===== src/rtl/stopwatch_ctrl.sv =====
// MM:SS stopwatch controller: run/pause/adjust FSM, BCD time digits,
// rollover pulse and a blinking blank mask for the digit being adjusted.
module stopwatch_ctrl (
  input  logic       clk,
  input  logic       rst,
  input  logic       tick,
  input  logic       blink_tick,
  input  logic       pause_pulse,
  input  logic       load_pulse,
  input  logic       adj,
  input  logic [1:0] sel,
  input  logic [3:0] num,
  output logic [3:0] sec_ones,
  output logic [3:0] sec_tens,
  output logic [3:0] min_ones,
  output logic [3:0] min_tens,
  output logic       running,
  output logic       adjusting,
  output logic [3:0] blank,
  output logic       rollover
);

  typedef enum logic [1:0] {PAUSED, RUN, ADJUST} state_t;

  state_t     state;
  state_t     state_next;
  logic       phase;
  logic [3:0] load_val;
  logic       at_max;

  // adj overrides everything; leaving ADJUST always lands in PAUSED
  always_comb begin
    state_next = state;
    if (adj) begin
      state_next = ADJUST;
    end else begin
      case (state)
        PAUSED:  state_next = pause_pulse ? RUN : PAUSED;
        RUN:     state_next = pause_pulse ? PAUSED : RUN;
        ADJUST:  state_next = PAUSED;
        default: state_next = PAUSED;
      endcase
    end
  end

  // sel[0] set means a tens digit, which only goes up to 5
  always_comb begin
    load_val = num;
    if (sel[0]) begin
      if (num > 4'd5) load_val = 4'd5;
    end else begin
      if (num > 4'd9) load_val = 4'd9;
    end
  end

  assign at_max = (sec_ones == 4'd9) && (sec_tens == 4'd5) &&
                  (min_ones == 4'd9) && (min_tens == 4'd5);

  always_ff @(posedge clk or posedge rst) begin
    if (rst) begin
      state     <= PAUSED;
      running   <= 1'b0;
      adjusting <= 1'b0;
      rollover  <= 1'b0;
      phase     <= 1'b0;
      sec_ones  <= 4'd0;
      sec_tens  <= 4'd0;
      min_ones  <= 4'd0;
      min_tens  <= 4'd0;
    end else begin
      state     <= state_next;
      running   <= (state_next == RUN);
      adjusting <= (state_next == ADJUST);
      rollover  <= 1'b0;

      if (state == RUN && tick) begin
        if (at_max) begin
          sec_ones <= 4'd0;
          sec_tens <= 4'd0;
          min_ones <= 4'd0;
          min_tens <= 4'd0;
          rollover <= 1'b1;
        end else if (sec_ones != 4'd9) begin
          sec_ones <= sec_ones + 4'd1;
        end else begin
          sec_ones <= 4'd0;
          if (sec_tens != 4'd5) begin
            sec_tens <= sec_tens + 4'd1;
          end else begin
            sec_tens <= 4'd0;
            if (min_ones != 4'd9) begin
              min_ones <= min_ones + 4'd1;
            end else begin
              min_ones <= 4'd0;
              min_tens <= min_tens + 4'd1;
            end
          end
        end
      end else if (state == ADJUST && load_pulse) begin
        case (sel)
          2'b00:   sec_ones <= load_val;
          2'b01:   sec_tens <= load_val;
          2'b10:   min_ones <= load_val;
          default: min_tens <= load_val;
        endcase
      end

      // entering ADJUST starts the blink with the digit visible
      if (state_next == ADJUST && state != ADJUST) begin
        phase <= 1'b0;
      end else if (blink_tick) begin
        phase <= ~phase;
      end
    end
  end

  always_comb begin
    blank = 4'b0000;
    if (adjusting && phase) blank = 4'b0001 << sel;
  end

endmodule


===== config.mk =====
export PLATFORM = sky130hd
export DESIGN_NAME = stopwatch_ctrl
export DESIGN_NICKNAME = d
export VERILOG_FILES = /design/src/rtl/stopwatch_ctrl.sv
export SDC_FILE = /design/constraint.sdc
export NUM_CORES = 1
export LEC_CHECK = 0
export ABC_AREA = 1
export BUFFER_PORTS_ARGS = -buffer_cell sky130_fd_sc_hd__buf_2
export CAP_MARGIN = 5
export CORE_MARGIN = 2
export CORE_UTILIZATION = 25
export CTS_CLUSTER_SIZE = 10
export DETAILED_ROUTE_END_ITERATION = 10
export GPL_TIMING_DRIVEN = 1
export SYNTH_ARGS = -nofsm -noshare
export SYNTH_HDL_FRONTEND = slang
export SYNTH_SLANG_ARGS = --single-unit

===== constraint.sdc =====
create_clock -name clk -period 1.3 [get_ports clk]
set_input_delay 0.195 -clock clk [delete_from_list [all_inputs] [get_ports clk]]
set_output_delay 0.195 -clock clk [all_outputs]
set_load 0.01 [all_outputs]

# Word level (Yosys, flattened, before mapping)
# Index checks and enable logic that the tools add are counted.
# Widths: inputs -> output; s select.
# word_totals
out_inout_bits	23
regBits	22
wordCells	91
inputBits	13
# op_classes
n_bitwise	1
n_lt_le_gt_ge	2
mux	37
shifts	1
add_sub_neg	4
reduce_logical	19
n_eq_ne	18
# ops
cell	n
$mux 4	29
$add 4x1->4 const B	4
$reduce_bool 2->1	5
$ne 3x3->1 const B	3
$eq 4x3->1 const B	2
$eq 4x4->1 const B	2
$ne 4x4->1 const B	2
$logic_and 1x1->1	7
$eq 2x1->1 const B	3
$eq 2x2->1 const B	3
$mux 1	6
$reduce_and 5->1	1
$gt 4x3->1 const B	1
$gt 4x4->1 const B	1
$logic_not 2->1	2
$ne 4x3->1 const B	1
$reduce_and 4->1	1
$shl 1x2->4 const A	1
$reduce_and 3->1	1
$reduce_or 3->1	1
$mux 2	1
$ne 2x1->1 const B	1
$ne 2x2->1 const B	1
$pmux 1 s2	1
2 further kinds	2

# Depth between registers and ports, before layout
# logic_depth
word_depth	6
mapped_depth	10
depth_no_buf	10

# Worst setup path before layout
# Ideal clock, no wire load.
# synth_timing
kind	register to register
from	register sec_tens[1]
to	register min_ones[1]
period_less_slack_ps	1448
arrival_time_ps	1327
required_time_ps	1178
setup_ps	122
setup_slack_ps	-148
stages_incl_launch_ff	10
path_buffers	0
path_cell_list	dfrtp_1 > inv_1 > ha_1 > nand3_2 > nor2_1 > nand2_1 > nand3_1 > nand3_1 > nand2_1 > o21ai_1
# synth_between
elab_chain_len	6
elab_cells_between_ends	10
classes_between	4 x eq/ne; 2 x mux; 4 x reduce/logical
# synth_lines
element	line_no	source
from (decl)	14	output logic [3:0] sec_tens,
from (signal assigned)	88	sec_tens <= sec_tens + 4'd1;
from (signal assigned)	102	2'b01: sec_tens <= load_val;
$eq 4x3->1	56	assign at_max = (sec_ones == 4'd9) && (sec_tens == 4'd5) &&
$logic_and 1x1->1 (2 in a row)	56	
$logic_and 1x1->1	57	(min_ones == 4'd9) && (min_tens == 4'd5);
$ne 3x3->1 (no line) or $mux 4 (tied branches)	n/a	
$reduce_and 4->1 (no line) or $mux 4 (tied branches)	n/a	
to (signal assigned)	92	min_ones <= min_ones + 4'd1;
to (signal assigned)	103	2'b10: min_ones <= load_val;
to (decl)	15	output logic [3:0] min_ones,
# Several ways; a longest one is shown, not always the timed one.
# A chain may end at the register's enable or synchronous reset.

# Worst setup path after layout
# layout_timing
from	register sec_ones[1]
to	register min_tens[0]
# layout_between
elab_chain_len	6
elab_cells_between_ends	11
classes_between	5 x eq/ne; 2 x mux; 4 x reduce/logical
# layout_lines
element	line_no	source
from (decl)	13	output logic [3:0] sec_ones,
from (signal assigned)	84	sec_ones <= sec_ones + 4'd1;
from (signal assigned)	101	2'b00: sec_ones <= load_val;
$eq 4x4->1	56	
$logic_and 1x1->1 (2 in a row)	56	
$logic_and 1x1->1	57	
$ne 3x3->1 (no line) or $mux 4 (tied branches)	n/a	
$reduce_and 5->1 (no line) or $mux 4 (tied branches)	n/a	
to (signal assigned)	95	min_tens <= min_tens + 4'd1;
to (signal assigned)	104	default: min_tens <= load_val;
to (decl)	16	output logic [3:0] min_tens,
# Several ways; a longest one is shown, not always the timed one.

==> results by group <==
Run status
  • Status: finished with violations
  • Failing checks: negative setup slack

Place
  • DP Wirelength: 2720 um
  • Placed Cells: 303
  • Count of buffers from port buffering: 35
  • Placer Congestion: 0.807
  • Placed cell areas: 1840 um^2

Yosys
  • Synth Warn #: 0
  • Seq/Total Area, Yosys: 38.7%
  • Netlist area before placement: 1360 um^2
  • Syn_nets: 193
  • Library cells used by synthesis: 25
  • Largest cells by area after synthesis: dfrtp_1, nand2_1, ha_1, nand3_1, o21ai_0
  • Ranking of synthesized cells by instance count: nand2_1, dfrtp_1, inv_1
  • Count leader, synth: nand2_1
  • Post-synth top area cell: dfrtp_1
  • Number of synthesized flops with an enable pin: 0
  • Post-synthesis register bit count: 21
  • FFs w/ async S/R, synth: 100%
  • Ys flop type: dfrtp_1
  • Yosys top cell area share: 38.7%
  • Cells after Synth: 172
  • Avg Inst Size Synth: 7.90 um^2

Global route
  • Grt met1 use: 17.6%
  • Largest net degree at the start of global routing: 22
  • GR Layer Usage met2: 19.5%
  • Total track usage: 12.4%
  • First-pass GRT wire length: 6030 um
  • Vias in the first global route: 1273
  • GRT met3 Usage: 1.98%
  • Gr busiest metal: met2
  • GRT Residual Overflow: 0
  • Initial antenna violation count: 0

Min path
  • Worst Hold Launch: adj
  • Hold EP: adjusting
  • Tightest Hold Check Type: in -> reg
  • Worst hold stages: 1

Worst setup path
  • R2R cell count: 8
  • Crit end category: flop
  • CP Launch Type: flop
  • CP max stage delay: 0.40 ns
  • Crit Path Max Fanout: 4
  • Worst-path cell chain: inv_2, ha_4, nand3_4, and2b_4, nor2_4, nand3b_1, nand2_1, nand2_1
  • Crit-path most repeated cell: nand2_1
  • Critical path required time: 1.46 ns
  • Reg2reg end: min_tens[0]
  • R2r startpoint: sec_ones[1]
  • Number of buffers and inverters on the critical path: 1
  • Critical path class: reg -> reg
  • CP max stage cell: dfrtp_1
  • Top delay family on crit path: simple AND/OR/NAND/NOR gates
  • Worst path arrival time: 1.62 ns
  • FF-to-FF setup slack: -0.16 ns

Power
  • Combinational share of power: 46.4%
  • VDD IR-drop max: 0.000392 V
  • Clock share of power: 17.7%
  • Leakage: 1.05 nW
  • Pwr Density: 1210 nW/um^2
  • Internal: 0.00156 W
  • NetSw: 0.000912 W
  • Net Sw Frac: 36.9%
  • Sequential Power Share: 35.9%

Route
  • DR iter-0 viols: 59
  • Drt first pass iters: 4
  • Post-route ant nets: 0
  • WL/cell: 11.3 um
  • Drc violations: 0
  • Vias per cell: 4.31
  • Post-Route WL: 3520 um
  • Via count: 1346

Clock network
  • Clk slew on worst S/H paths: 0.08 ns
  • H-tree Lvls: 1
  • Root Driver: clkbuf_8
  • CTS Sinks: 21
  • Clock buffer depth: 2
  • CTS tree: built
  • Total CTS buffers: 3
  • Clk_lat worst skew: 0.26 ns

Finish
  • Antenna cell count: 0
  • Share of layout cells above drive strength 1: 42.1%
  • # fillers: 538
  • Synthesis-to-layout area growth: 49.8%
  • Fin area: 2040 um^2
  • Nets@finish: 264
  • Non-Filler Instances: 312

Floorplanning
  • Total Die Area: 6040 um^2
  • Die height: 77.7 um
  • Core Rows: 26
  • Core ar.: 5170 um^2
  • Die width: 77.7 um
  • Initial Util: 26.3%
  • Ports: 36

Timing
  • F_max: 683 MHz
  • Final hold slack: 0.0829 ns
  • Max Clock Skew: 0.00231 ns
  • RSZ-0062 raised after global routing: true
  • Worst setup margin: -0.165 ns
  • Final setup viols: 16
  • Slew headroom: 76.3%
  • Worst slew pin tran: 0.352 ns
  • Hold Fails Final Rpt: 0
  • Slew Viols, Final: 0
  • Crit share post-route: 113%
  • Min Tclk post-route: 1.46 ns

Job
  • Max-Cap Viols: 0
kinds of logic (layout without fill, tap and decap cells):
group | Yosys count | in the layout | synth area share [%]
XOR/XNOR | 10 | 10 | 6.45
AO/OA/AOI/OAI | 23 | 23 | 9.21
buffers and inverters | 22 | 92 | 6.63
flip-flops | 21 | 21 | 38.7
adder cells (fa/ha/maj) | 8 | 8 | 7.37
AND/OR/NAND/NOR | 88 | 88 | 31.7
repair_timing:
item | in CTS | in global routing
gates cloned | 0 | 0
pin swaps | 10 | 12
endpoints found under the setup margin | 14 | 20
setup buffers | 3 | 1
gates resized for setup | 12 | 17
hold endpoints to repair | 21 | 0
hold buffers | 1 | 0
per-stage QoR:
step                util (%)  setup TNS (ns)  setup WS (ns)  power (W)
finish                  39.4           -1.81         -0.165    0.00247
floorplan                  -           -1.07         -0.104    0.00140
detailed placement      35.6           -1.84         -0.180    0.00191
CTS                     37.9           -1.46         -0.149    0.00240
global route            39.4           -3.36         -0.276    0.00267
global placement        35.6           -1.62         -0.157    0.00190
registers in the layout, summed over array words and instances (netlist names):
signal and flops:
sec_ones 4, sec_tens 4, adjusting 1, min_tens 4
state 1, rollover 1, phase 1, min_ones 4
running 1
layer usage:
layer,vias to the layer above,share of wire (%)
met1,610,49
met3,5,4.9
met2,39,45
met4,0,1.0
li1,692,-
met5,-,0
worst max path at each step:
stage / slack [ns] / cells after the start / end / startpoint
global route: -0.28 / 8 / min_tens[2] / sec_ones[1]
detailed placement: -0.18 / 8 / min_tens[0] / sec_ones[1]
global placement: -0.16 / 8 / min_tens[0] / sec_ones[1]
CTS: -0.15 / 9 / min_tens[0] / sec_tens[1]
floorplan: -0.10 / 8 / min_tens[0] / sec_ones[1]
finish: -0.16 / 8 / min_tens[0] / sec_ones[1]
final cells by class:
class,count,area (um^2),area share (%)
repair buffers,68,445,21.9
clock inverters,1,5.00,0.246
well taps,70,87.6,4.30
multi-input cells,129,853,41.9
clock buffers,3,41.3,2.03
inverters,20,77.6,3.81
flip-flops and latches,21,526,25.8
power by group through the flow:
stage | Clock (W) | Combinational [W] | Sequential, W
finish | 0.000436 | 0.00115 | 0.000887
global route | 0.000475 | 0.00128 | 0.000907
CTS | 0.000449 | 0.00107 | 0.000874
detailed placement | 0 | 0.00103 | 0.000881
global placement | 0 | 0.00102 | 0.000875
floorplan | 0 | 0.000390 | 0.00101
cells in the final DEF, fill, tap and decap left out, types with 2 or more instances in the layout:
cell,count
xnor2_1,5
a31oi_1,2
ha_4,2
buf_4,29
nand3_1,11
dfrtp_1,21
nor2_4,4
clkbuf_8,3
nand3b_1,3
buf_2,35
nand2_4,2
nand3_2,2
ha_1,6
o21ai_1,2
o21ai_0,12
xor2_1,5
o21a_1,3
nand2_1,43
nand2_2,6
nor2_1,7
inv_1,14
buf_6,2
a21oi_1,2
nor3_1,3
nand3_4,3
inv_2,5
Note: power is estimated with default switching activity, not from simulation.
